**src/rtl/pipeline_ctrl_pkg.sv**
```systemverilog
// pipeline_ctrl_pkg
// Shared definitions for the pipeline stall/flush controller:
//   - FSM state encoding and writeback-select encodings
//   - pipeline depth used for the post-reset clear
//   - instruction field positions for rd/rs1/rs2
//   - control-vector type plus the hazard and RUN-decision helpers
package pipeline_ctrl_pkg;

  typedef enum logic [1:0] {
    INIT     = 2'd0,
    RUN      = 2'd1,
    MEM_WAIT = 2'd2
  } state_e;

  localparam logic [1:0] WB_MEM = 2'd0;
  localparam logic [1:0] WB_ALU = 2'd1;
  localparam logic [1:0] WB_PC4 = 2'd2;

  localparam int PIPE_DEPTH = 4;

  localparam int REG_W   = 5;
  localparam int RD_LSB  = 7;
  localparam int RS1_LSB = 15;
  localparam int RS2_LSB = 20;

  // One bit per pipeline-register strobe, enables first then flushes.
  typedef struct packed {
    logic en_pc;
    logic en_if_id;
    logic en_id_ex;
    logic en_ex_mem;
    logic en_mem_wb;
    logic flush_if_id;
    logic flush_id_ex;
    logic flush_ex_mem;
    logic flush_mem_wb;
  } ctrl_t;

  localparam ctrl_t CTRL_INIT = 9'b00000_1111;  // bubble every register
  localparam ctrl_t CTRL_HOLD = 9'b00000_0000;  // freeze everything
  localparam ctrl_t CTRL_RUN  = 9'b11111_0000;  // free flow

  // Load in EX whose destination feeds either source of the ID instruction.
  // Both source fields are compared regardless of opcode (conservative).
  function automatic logic is_load_use(input logic [31:0] instr_id,
                                       input logic [31:0] instr_ex,
                                       input logic        regwen_ex,
                                       input logic [1:0]  wbsel_ex);
    logic [REG_W-1:0] rd;
    logic [REG_W-1:0] rs1;
    logic [REG_W-1:0] rs2;
    rd  = instr_ex[RD_LSB  +: REG_W];
    rs1 = instr_id[RS1_LSB +: REG_W];
    rs2 = instr_id[RS2_LSB +: REG_W];
    return regwen_ex && (wbsel_ex == WB_MEM) && (rd != 5'd0) &&
           ((rd == rs1) || (rd == rs2));
  endfunction

  // Control vector when no memory stall applies; a taken branch wins over
  // load-use because the dependent instruction is squashed anyway.
  function automatic ctrl_t run_decision(input logic pcsel, input logic load_use);
    ctrl_t c;
    c = CTRL_RUN;
    if (pcsel) begin
      c.flush_if_id = 1'b1;
      c.flush_id_ex = 1'b1;
    end else if (load_use) begin
      c.en_pc       = 1'b0;
      c.en_if_id    = 1'b0;
      c.flush_id_ex = 1'b1;
    end else begin
      c = CTRL_RUN;
    end
    return c;
  endfunction

endpackage

```
**src/rtl/pipeline_ctrl_sat_counter.sv**
```systemverilog
// sat_counter
// Saturating up-counter with synchronous clear.
//   clk_i    in   clock, rising edge
//   clear_i  in   synchronous clear (wins over inc_i)
//   inc_i    in   count by one unless already all-ones
//   cnt_o    out  current count
module sat_counter #(
  parameter int W = 32
) (
  input  logic         clk_i,
  input  logic         clear_i,
  input  logic         inc_i,
  output logic [W-1:0] cnt_o
);

  logic [W-1:0] cnt_q;
  logic [W-1:0] cnt_d;

  // Next count: clear, saturating increment, or hold
  always_comb begin
    cnt_d = cnt_q;
    if (clear_i) begin
      cnt_d = {W{1'b0}};
    end else if (inc_i && (cnt_q != {W{1'b1}})) begin
      cnt_d = cnt_q + W'(1);
    end else begin
      cnt_d = cnt_q;
    end
  end

  // Count register
  always_ff @(posedge clk_i) begin
    cnt_q <= cnt_d;
  end

  assign cnt_o = cnt_q;

endmodule

```
**src/rtl/pipeline_ctrl.sv**
```systemverilog
// pipeline_ctrl
// Stall/flush controller for the five-stage pipeline. Clears the pipeline
// for PIPE_DEPTH cycles after reset, then resolves memory waits, taken
// branches and load-use hazards into per-register enable/flush strobes.
//   clk_i, rst_ni                      clock, synchronous active-low reset
//   instr_ID, instr_EX                 instructions in decode / execute
//   RegWEn_EX, WBSel_EX, PCSel_EX      EX-stage control (load detect, branch)
//   mem_req_MEM, mem_ready_i           data-memory handshake
//   en_* / flush_*                     register strobes (combinational, Mealy)
//   mem_err_o                          sticky memory-timeout flag
//   stall_cnt_o, flush_cnt_o           saturating performance counters
//   state_o                            current FSM state
module pipeline_ctrl
  import pipeline_ctrl_pkg::*;
#(
  parameter int MEM_TIMEOUT = 255,
  parameter int CNT_W       = 32
) (
  input  logic             clk_i,
  input  logic             rst_ni,
  input  logic [31:0]      instr_ID,
  input  logic [31:0]      instr_EX,
  input  logic             RegWEn_EX,
  input  logic [1:0]       WBSel_EX,
  input  logic             PCSel_EX,
  input  logic             mem_req_MEM,
  input  logic             mem_ready_i,
  output logic             en_PC,
  output logic             en_IF_ID,
  output logic             en_ID_EX,
  output logic             en_EX_MEM,
  output logic             en_MEM_WB,
  output logic             flush_IF_ID,
  output logic             flush_ID_EX,
  output logic             flush_EX_MEM,
  output logic             flush_MEM_WB,
  output logic             mem_err_o,
  output logic [CNT_W-1:0] stall_cnt_o,
  output logic [CNT_W-1:0] flush_cnt_o,
  output logic [1:0]       state_o
);

  localparam int WAIT_W = $clog2(MEM_TIMEOUT + 1);
  localparam logic [WAIT_W-1:0] WAIT_MAX  = WAIT_W'(MEM_TIMEOUT);
  localparam logic [WAIT_W-1:0] WAIT_ONE  = WAIT_W'(1);
  localparam logic [1:0]        INIT_LAST = 2'(PIPE_DEPTH - 1);

  state_e            state_q,    state_d;
  logic [1:0]        init_cnt_q, init_cnt_d;
  logic [WAIT_W-1:0] wait_cnt_q, wait_cnt_d;
  logic              mem_err_q,  mem_err_d;

  ctrl_t ctrl_fsm_s;
  ctrl_t ctrl_s;
  logic  load_use_s;
  logic  branch_s;
  logic  stall_inc_s;
  logic  flush_inc_s;

  // Instruction bits outside the register fields are not needed here.
  logic unused_s;
  assign unused_s = ^{instr_ID[31:25], instr_ID[14:0], instr_EX[31:12],
                      instr_EX[6:0], WB_ALU, WB_PC4};

  assign load_use_s = is_load_use(instr_ID, instr_EX, RegWEn_EX, WBSel_EX);

  // FSM next state, sequencing counters and raw control decision
  always_comb begin
    state_d    = state_q;
    init_cnt_d = init_cnt_q;
    wait_cnt_d = wait_cnt_q;
    mem_err_d  = mem_err_q;
    ctrl_fsm_s = CTRL_INIT;
    branch_s   = 1'b0;
    case (state_q)
      INIT: begin
        ctrl_fsm_s = CTRL_INIT;
        if (init_cnt_q == INIT_LAST) begin
          state_d    = RUN;
          init_cnt_d = 2'd0;
        end else begin
          init_cnt_d = init_cnt_q + 2'd1;
        end
      end
      RUN: begin
        if (mem_req_MEM && !mem_ready_i) begin
          // The request cycle itself is the first stall cycle.
          ctrl_fsm_s = CTRL_HOLD;
          state_d    = MEM_WAIT;
          wait_cnt_d = WAIT_ONE;
        end else begin
          ctrl_fsm_s = run_decision(PCSel_EX, load_use_s);
          branch_s   = PCSel_EX;
        end
      end
      MEM_WAIT: begin
        if (!mem_ready_i && (wait_cnt_q < WAIT_MAX)) begin
          ctrl_fsm_s = CTRL_HOLD;
          wait_cnt_d = wait_cnt_q + WAIT_ONE;
        end else begin
          // Ready or timed out: apply whatever hazard was held during the wait.
          ctrl_fsm_s = run_decision(PCSel_EX, load_use_s);
          branch_s   = PCSel_EX;
          state_d    = RUN;
          mem_err_d  = mem_err_q | ~mem_ready_i;
        end
      end
      default: begin
        ctrl_fsm_s = CTRL_INIT;
        state_d    = INIT;
        init_cnt_d = 2'd0;
      end
    endcase
  end

  // Reset low forces the clearing pattern regardless of the stored state.
  assign ctrl_s      = rst_ni ? ctrl_fsm_s : CTRL_INIT;
  assign stall_inc_s = rst_ni && (state_q != INIT) && !ctrl_s.en_pc;
  assign flush_inc_s = rst_ni && branch_s;

  // FSM state, init/wait counters and sticky timeout flag
  always_ff @(posedge clk_i) begin
    if (!rst_ni) begin
      state_q    <= INIT;
      init_cnt_q <= 2'd0;
      wait_cnt_q <= {WAIT_W{1'b0}};
      mem_err_q  <= 1'b0;
    end else begin
      state_q    <= state_d;
      init_cnt_q <= init_cnt_d;
      wait_cnt_q <= wait_cnt_d;
      mem_err_q  <= mem_err_d;
    end
  end

  sat_counter #(.W(CNT_W)) u_stall_cnt (
    .clk_i   (clk_i),
    .clear_i (~rst_ni),
    .inc_i   (stall_inc_s),
    .cnt_o   (stall_cnt_o)
  );

  sat_counter #(.W(CNT_W)) u_flush_cnt (
    .clk_i   (clk_i),
    .clear_i (~rst_ni),
    .inc_i   (flush_inc_s),
    .cnt_o   (flush_cnt_o)
  );

  assign en_PC        = ctrl_s.en_pc;
  assign en_IF_ID     = ctrl_s.en_if_id;
  assign en_ID_EX     = ctrl_s.en_id_ex;
  assign en_EX_MEM    = ctrl_s.en_ex_mem;
  assign en_MEM_WB    = ctrl_s.en_mem_wb;
  assign flush_IF_ID  = ctrl_s.flush_if_id;
  assign flush_ID_EX  = ctrl_s.flush_id_ex;
  assign flush_EX_MEM = ctrl_s.flush_ex_mem;
  assign flush_MEM_WB = ctrl_s.flush_mem_wb;
  assign mem_err_o    = mem_err_q;
  assign state_o      = rst_ni ? state_q : INIT;

endmodule

```
**config.mk**
```make
export PLATFORM = sky130hd
export DESIGN_NAME = pipeline_ctrl
export DESIGN_NICKNAME = d
export VERILOG_FILES = /design/src/rtl/pipeline_ctrl_pkg.sv /design/src/rtl/pipeline_ctrl_sat_counter.sv /design/src/rtl/pipeline_ctrl.sv
export SDC_FILE = /design/constraint.sdc
export NUM_CORES = 1
export LEC_CHECK = 0
export CAP_MARGIN = 20
export CORE_UTILIZATION = 30
export CTS_CLUSTER_DIAMETER = 50
export DETAILED_ROUTE_END_ITERATION = 10
export GPL_TIMING_DRIVEN = 0
export SYNTH_ARGS = -nofsm -noshare
export SYNTH_HDL_FRONTEND = slang
export SYNTH_SLANG_ARGS = --single-unit
```
**constraint.sdc**
```tcl
create_clock -name clk_i -period 7.35 [get_ports clk_i]
set_input_delay 2.205 -clock clk_i [delete_from_list [all_inputs] [get_ports clk_i]]
set_output_delay 2.205 -clock clk_i [all_outputs]
set_load 0.05 [all_outputs]
```
Word level (Yosys, flattened, before mapping)
Cells that the tools add are included.
Storage, ports and cells
  bits in registers: 77
Cells by class
  add/sub/neg operators: 4
  order comparisons: 1
  equal/unequal tests: 11
  multiplexer cells: 21
  bitwise gates (word level): 3
  reduce and logical (&&, ||, !) cells: 22
Operators by type and width (count)
  adder 32 x 1 -> 32 bit (second input constant): 2
  != test 32 bit (second input constant): 2
  two-way mux 9 bit: 3
  case mux 9 bit (2 select lines): 1
  two-way mux 8 bit: 2
  case mux 8 bit (2 select lines): 1
  two-way mux 2 bit: 7
  equality test 5 bit: 2
  logical AND 1 bit: 10
  adder 8 x 1 -> 8 bit (second input constant): 1
  less-than comparator 8 bit (second input constant): 1
  != test 2 bit (second input constant): 4
  case mux 2 bit (3 select lines): 1
  AND reduction 3 bit: 2
  two-way mux 5 bit: 1
  nonzero test 5 bit: 1
  equality test 2 bit (second input constant): 2
  zero test 2 bit: 2
  case mux 2 bit (2 select lines): 1
  nonzero test 2 bit: 2
  two-way mux 1 bit: 3
  adder 2 x 1 -> 2 bit (second input constant): 1
  equality test 2 x 1 -> 1 bit (second input constant): 1
  zero test 1 bit: 2
  6 further kinds: 7

Longest topological paths before layout
Gate-level depths: netlist of the first run.
  depth after elaboration: 12
  gate-level depth with buffers: 11

Modules after synthesis
Synthesis of the first run repeated with hierarchy kept, for this count alone.
Second synthesis, totals
  cells, all modules: 514
  area, all modules: 4264.1 um^2
Modules (own cells, without submodules)
  sat_counter: times used 2, cells each 199, area each 1674.1 um^2
  pipeline_ctrl: times used 1, cells each 116, area each 915.9 um^2

Worst setup path after synthesis of the first run
No wires, ideal clock.
  path type: input-to-output
  start: input rst_ni
  end: output en_PC
  data arrival time: 4.115 ns
  required time: 5.145 ns
  setup slack: 1.030 ns
  stages on the path: 8
  path through: and2_1 inv_1 a21oi_2 o21ai_4 inv_2 buf_6 buf_4 buf_4
On the way
  cells in the longest elaborated chain, start to end: 1
Ends and longest elaborated chain
  start, declared: RTL line pipeline_ctrl.sv:20  | input logic rst_ni,
  two-way mux 9 bit: RTL line pipeline_ctrl.sv:117  | assign ctrl_s = rst_ni ? ctrl_fsm_s : CTRL_INIT;
  end, declared: RTL line pipeline_ctrl.sv:28  | output logic en_PC,
No other way between the ends.

Worst setup path after layout of the first run
  start: input instr_EX[8]
  end: output en_PC
On the way
  cells in the longest elaborated chain, start to end: 8
Ends and longest elaborated chain
  start, declared: RTL line pipeline_ctrl.sv:22  | input logic [31:0] instr_EX,
  equality test 5 bit or nonzero test 5 bit (tied branches): RTL line pipeline_ctrl_pkg.sv:56, pipeline_ctrl_pkg.sv:55
  logical OR 1 bit or logical AND 1 bit (tied branches): RTL line pipeline_ctrl_pkg.sv:56, pipeline_ctrl_pkg.sv:55
  logical AND 1 bit *: RTL line pipeline_ctrl_pkg.sv:55  | return regwen_ex && (wbsel_ex == WB_MEM) && (rd != 5'd0) &&
  two-way mux 2 bit *: RTL line pipeline_ctrl_pkg.sv:67  | end else if (load_use) begin
  two-way mux 5 bit *: RTL line pipeline_ctrl_pkg.sv:64  | if (pcsel) begin
  two-way mux 9 bit (on tied branches): RTL line pipeline_ctrl.sv:97, pipeline_ctrl.sv:86
  case mux 9 bit (2 select lines) *: RTL line pipeline_ctrl.sv:75  | case (state_q)
  two-way mux 9 bit *: RTL line pipeline_ctrl.sv:117
Every way passes the cells marked *; elsewhere a longest branch is shown, timed or not.

==> run metrics, run 1 <==
run status=completed; relative slew slack=slightly below 50%; sequential area share after synthesis=36.0%; Slew @ Worst Pin=0.768 ns; Diodes inserted=0; Cells after Synth=520; Setup TNS Final=0 ns; period utilisation layout=a little under 100%; initial antenna violation count=0; CTS tree=done; Worst Path Arrival=4.95 ns; vias in the first global route=4,086; Routed WL=12,600 um; fmax=roughly 140 MHz; CTS Buffer Depth=2; Die Height=121 um; Post-CTS Resized=0; HPWL after DPL=between 9000 and 10,000 um; synth warn=0; cts-stage hold buffer count=0; Startpoint Class=primary input; top-level I/O count=148; CTS root buf=clkbuf_16; Max Cap Viol=0; post-layout util=41.6%; Slew Limit Fails=0; leakage power total=1.84 nW; # fillers=1,370; Required @ worst endpoint=5.14 ns; nets=between 700 and 800; HP Class=reg2reg; DR vias=roughly 4.3k; PwrDens=195 mW/mm^2; Core ar.=~0.014 mm^2; Post-synth EDFFs=0; Critical Path Sink Type=output pin; most frequent cells in the layout=clkdlybuf4s50_1 (98), dfxtp_1 (77), nor2_1 (52); commonest non-fill, non-tap cell in the layout=clkdlybuf4s50_1; clock latency on the worst-skew pair=0.35 ns; Max Clock Skew=0.00707 ns; gr usage total=17.8%; worst-path fanout max=11; GPL Wtd Cong=0.809; row cnt=43; Area Overhead vs Synth=35.1%; Fin. Hold Viols=0; synth unique cells=49; Post-Syn Nets=600; Remaining DRCs=0; CP Class=in2out; Avg Inst Size Synth=8.23 um^2; layout cells sized above 1=under 10%; DR iter-0 viols=313; vias per inst=roughly 5.3; Die X=121 um; Detail Route Antenna Nets=0; total grt overflow=0; Inserted Clock Buffers=9; Post-DP Area=0.00549 mm^2; Final min period=7.16 ns; Seq cells post-synth=77; clock slew at reported path FFs=0.06 ns; first-pass GRT wire length=approximately 21,000 um; Post-Syn Area=roughly 0.0043 mm^2; clk sinks=77; Synth async-reset ratio=0%; final cell count without fillers=814; largest net degree at the start of global routing=15; DRT Pass-1 Iters=4; Peak VDD IR=0.119 mV; Final setup violation count=0; RSZ-0062 raised after global routing=false; Initial Utilization=a little under a third; setup repair bufs after CTS=0; Inst Count DP=798; Finished Cell Area=around 0.0058 mm^2; DR WL/cell=15.4 um; Most used DFF post-synth=dfxtp_1; Port Buffer Count=98; CTS H-tree lvls=3; full die area=0.0147 mm^2
[final timing paths]
path / slack (ns) / depth (start not counted) / endpoint / from
max: 0.19 / 10 / en_PC / instr_EX[8]
min: 0.49 / 1 / u_stall_cnt.cnt_o[5] / u_stall_cnt.cnt_o[5]
max reg2reg: 4.56 / 8 / u_flush_cnt.cnt_o[13] / state_q[0]
min reg2reg: 0.49 / 1 / u_stall_cnt.cnt_o[5] / u_stall_cnt.cnt_o[5]
[per-stage QoR]
stage	setup slack [ns]	power, mW	hold slack (ns)
6_report	0.190	1.13	0.488
5_1_grt	0.0446	1.17	0.512
4_1_cts	0.169	1.13	0.496
3_5_place_dp	0.174	0.693	0.476
3_3_place_gp	0.170	0.689	0.470
2_1_floorplan	1.03	0.616	0.463
[cell usage after synthesis (2+ instances only)]
| library cell | n | area share (%) |
|---|---|---|
| and4_1 | 7 | 1.4 |
| inv_2 | 2 | 0.18 |
| nor2_1 | 52 | 4.6 |
| inv_1 | 11 | 0.96 |
| nand2_1 | 42 | 3.7 |
| buf_6 | 3 | 0.79 |
| o21ai_0 | 9 | 1.1 |
| nand3b_1 | 2 | 0.35 |
| or2_2 | 2 | 0.29 |
| nor3_1 | 27 | 3.2 |
| ha_1 | 8 | 2.3 |
| nand4_1 | 16 | 2.3 |
| xor2_1 | 13 | 2.7 |
| xnor2_1 | 25 | 5.1 |
| dfxtp_1 | 77 | 36 |
| or3_1 | 9 | 1.3 |
| nand4_2 | 2 | 0.58 |
| or4_1 | 23 | 4.0 |
| a22oi_1 | 2 | 0.35 |
| buf_2 | 5 | 0.58 |
| or4b_1 | 5 | 1.2 |
| nand2b_1 | 10 | 1.5 |
| and2_1 | 7 | 1.0 |
| nand3_1 | 23 | 2.7 |
| nor4_1 | 13 | 1.9 |
| and3_1 | 10 | 1.5 |
| clkbuf_1 | 16 | 1.4 |
| nor2b_1 | 5 | 0.73 |
| o31ai_1 | 18 | 3.2 |
| o311ai_0 | 3 | 0.61 |
| a21oi_1 | 34 | 4.0 |
| buf_4 | 6 | 1.1 |
| o41ai_1 | 8 | 1.6 |
| mux2i_1 | 10 | 2.3 |
[state kept, by name (all words and copies together) (netlist names)]
register,cells
u_stall_cnt.cnt_o,32
wait_cnt_q,8
init_cnt_q,2
state_q,2
u_flush_cnt.cnt_o,32
mem_err_o,1
[cell type report]
class	count	area, um^2	share of cell area, %
clock inverter	5	42.5	0.736
sequential	77	1540	26.7
timing repair buffer	98	981	17.0
clock buffer	11	253	4.37
inverter	13	48.8	0.844
tap	180	225	3.90
buffer	30	164	2.84
multi-input combinational	400	2520	43.7
[power by group]
group | internal, mW | switching [mW]
Sequential | 0.431 | 0.0158
Clock | 0.250 | 0.190
Combinational | 0.0872 | 0.152
Total | 0.768 | 0.358
[cells by family after synthesis]
family                     synth area share (%)
buffers and inverters                      4.97
DFF                                        36.0
xor gates and xnor gates                   7.78
muxes                                      2.34
adders and majority gates                  2.34
and+or+nand+nor                            33.8
AOI/OAI and AO/OA                          12.7
[worst max-delay path, cell delays in order]
cell and delay [ns]:
clkdlybuf4s50_1 0.47, or4_1 0.53, nor2_1 0.14, or4_4 0.16, o21ai_4 0.07, inv_2 0.11
buf_6 0.15, buf_4 0.19, buf_4 0.12, clkdlybuf4s50_1 0.79
[routing by layer]
layer / vias up / global-route usage [%] / routed length (um)
li1: 2137 / - / -
met1: 2033 / 22.1 / 5600
met2: 113 / 29.7 / 6040
met3: 14 / 5.12 / 762
met4: 0 / 5.02 / 161
met5: - / 0 / 0
Power figures use the tool's default switching activity.
==> run 2: changes to the inputs <==
==> constraint.sdc (replaced) <==
create_clock -name clk_i -period 8.32 [get_ports clk_i]
set_input_delay 2.496 -clock clk_i [delete_from_list [all_inputs] [get_ports clk_i]]
set_output_delay 2.496 -clock clk_i [all_outputs]
set_load 0.05 [all_outputs]
==> results of run 2 <==
The final DEF is identical to that of run 1. Status: completed.
Among the figures that moved: setup slack after placement 0.174 ns -> 0.562 ns; setup slack after layout 0.190 ns -> 0.578 ns; register-to-register setup slack 4.56 ns -> 5.53 ns; total power 1.13 mW -> 0.994 mW; worst IR drop on VDD 0.119 mV -> 0.105 mV
==> run 3: changes to the inputs <==
--- a/config.mk
+++ b/config.mk
@@ -6,10 +6,11 @@
 export NUM_CORES = 1
 export LEC_CHECK = 0
 export CAP_MARGIN = 20
-export CORE_UTILIZATION = 30
+export CORE_UTILIZATION = 49
 export CTS_CLUSTER_DIAMETER = 50
 export DETAILED_ROUTE_END_ITERATION = 10
 export GPL_TIMING_DRIVEN = 0
+export PLACE_DENSITY = 0.86
 export SYNTH_ARGS = -nofsm -noshare
 export SYNTH_HDL_FRONTEND = slang
 export SYNTH_SLANG_ARGS = --single-unit
==> run metrics, run 3 (synthesized netlist as in run 1, its figures left out) <==
largest net degree at the start of global routing=15 (unchanged); nets=709 (unchanged); DR WL/cell=16.0 um (+3.8%); period utilisation layout=between 90 and 100%; Gate power share=22.4% (+1.1 points); run status=completed; Sequential Power Share=42.0% (+2.3 points); fmax=between 100 and 150 MHz; Core ar.=0.00834 mm^2 (-40%); vias per inst=6.01 (+14%); RSZ-0062 raised after global routing=false; Required @ worst endpoint=5.82 ns; commonest non-fill, non-tap cell in the layout=clkdlybuf4s50_1; setup repair bufs after CTS=0 (unchanged); min-delay src=u_stall_cnt.cnt_o[5]; Hold EP=u_stall_cnt.cnt_o[5]; gr usage total=26.6% (+8.8 points); row cnt=33 (-23%); met2 usage=45.9% (+16 points); Max Clock Skew=0.0143 ns (+0.00724 ns); Slew Limit Fails=0 (unchanged); sw frac=32.2%; top cell family by delay on the critical path=buffers and inverters; HPWL after DPL=8570 um (-8.2%); worst-path fanout max=11 (unchanged); CTS root buf=clkbuf_8; Slew @ Worst Pin=0.745 ns (-0.0225 ns); Worst R2R Setup Slack=5.59 ns; CTS Buffer Depth=2 (unchanged); Int Pwr=637 uW; clk sinks=77 (unchanged); vias in the first global route=4,191 (+2.6%); Inserted Clock Buffers=9 (unchanged); PwrDens=167 mW/mm^2; clock slew at reported path FFs=0.08 ns (+0.02 ns); met3 Resource Use GR=7.81% (+2.7 points); GPL Wtd Cong=0.899 (+11%); Final min period=7.83 ns; leakage power total=1.81 nW (-1.6%); initial antenna violation count=0 (unchanged); Worst Path Arrival=5.33 ns; first-pass GRT wire length=19,100 um (-7.3%); total grt overflow=0 (unchanged); Cell Chain, Critical Path=clkdlybuf4s50_1 -> or4_1 -> nor2_1 -> or4_4 -> o21ai_4 -> inv_2 -> buf_6 -> buf_4 -> buf_4 -> clkdlybuf4s50_1; Startpoint Class=primary input; CTS H-tree lvls=3 (unchanged); DRT Pass-1 Iters=5 (+1); busiest grt layer=met2; CP max stage delay=0.80 ns (about the same); Detail Route Antenna Nets=0 (unchanged); Final setup violation count=0 (unchanged); Routed WL=11,800 um (-5.7%); Die X=95.5 um (-21%); Post-CTS Resized=0 (unchanged); CTS tree=done; cts-stage hold buffer count=0 (unchanged); layout cells sized above 1=6.78% (unchanged); CP Class=in2out; hold_ws=0.491 ns (+0.00273 ns); clock latency on the worst-skew pair=0.37 ns (+0.02 ns); top-level I/O count=148 (unchanged); reg-to-reg startpoint=state_q[0]; DR iter-0 viols=226 (-28%); Die Height=95.5 um (-21%); worst reg2reg endpoint=u_flush_cnt.cnt_o[13]; P_sw=approximately 300 uW; most frequent cells in the layout=clkdlybuf4s50_1 (98), dfxtp_1 (77), nor2_1 (52); Initial Utilization=51.3% (+20 points); HP Class=reg2reg; Diodes inserted=0 (unchanged); clock network power share=35.6% (-3.5 points); Critical-path top delay cell=clkdlybuf4s50_1; Setup TNS Final=0 ns (unchanged); Max Cap Viol=0 (unchanged); Area Overhead vs Synth=31.4%; Global Route met1 Usage=30.7% (+8.6 points); worst-case reg-to-reg path depth=8 (unchanged); Worst Path Buf+Inv=6 (unchanged); Port Buffer Count=98 (unchanged); Remaining DRCs=0 (unchanged); Critical Path Sink Type=output pin; full die area=0.00911 mm^2 (-38%); Fin. Hold Viols=0 (unchanged); DR vias=4,439 (+3.3%); Hold Path Cell Cnt=2 (+1); relative slew slack=49.8% (+1.5 points); Peak VDD IR=roughly 0.11 mV
-- run 3: worst reg2reg max path: stages (launching register included) --
cell and delay, ns:
dfxtp_1 0.35, inv_1 0.12, ha_1 0.26, inv_1 0.11
nor4_2 0.40, o211ai_1 0.32, nor3_1 0.67, and3_1 0.28
mux2i_1 0.17
-- run 3: cell type report --
cell class	instances	area [um^2]
timing repair buffer	98	981
clock inverter	6	93.8
inverter	13	48.8
clock buffer	10	138
buffer	30	164
tap	105	131
fill	641	2720
sequential	77	1540
multi-input combinational	400	2520
-- run 3: worst max path at each step --
stage | slack (ns) | end | depth (start not counted) | from
after floorplan | 1.42 | en_PC | 8 | rst_ni
after global placement | 0.59 | en_PC | 10 | instr_EX[8]
after detailed placement | 0.52 | en_PC | 10 | instr_EX[8]
after CTS | 0.51 | en_PC | 10 | instr_EX[8]
after global routing | 0.41 | en_PC | 10 | instr_EX[8]
final | 0.49 | en_PC | 10 | instr_EX[8]
-- run 3: power by group through the flow --
| stage | logic [mW] | clock network (mW) | registers (mW) |
|---|---|---|---|
| 2_1_floorplan | 0.137 | 0 | 0.408 |
| 3_5_place_dp | 0.208 | 0 | 0.402 |
| 6_report | 0.210 | 0.334 | 0.394 |
| 3_3_place_gp | 0.203 | 0 | 0.401 |
| 5_1_grt | 0.231 | 0.352 | 0.396 |
| 4_1_cts | 0.211 | 0.336 | 0.393 |
-- run 3: routing by layer --
metal,routed length (um),vias to the layer above,part of all wire (%)
met5,0,-,0
met4,290,0,2.5
met3,895,31,7.6
met2,5770,206,49
met1,4880,2063,41
li1,-,2139,-
-- run 3: per-stage QoR --
stage | instance area, um^2 | std cells | power [mW] | util, % | setup slack, ns
floorplan | 4280 | 520 | 0.544 | - | 1.42
detailed placement | 5390 | 723 | 0.610 | 64.6 | 0.521
global route | 5620 | 739 | 0.979 | 67.4 | 0.406
CTS | 5620 | 739 | 0.941 | 67.4 | 0.512
finish | 5620 | 739 | 0.938 | 67.4 | 0.493
global placement | 5390 | 723 | 0.604 | 64.6 | 0.589
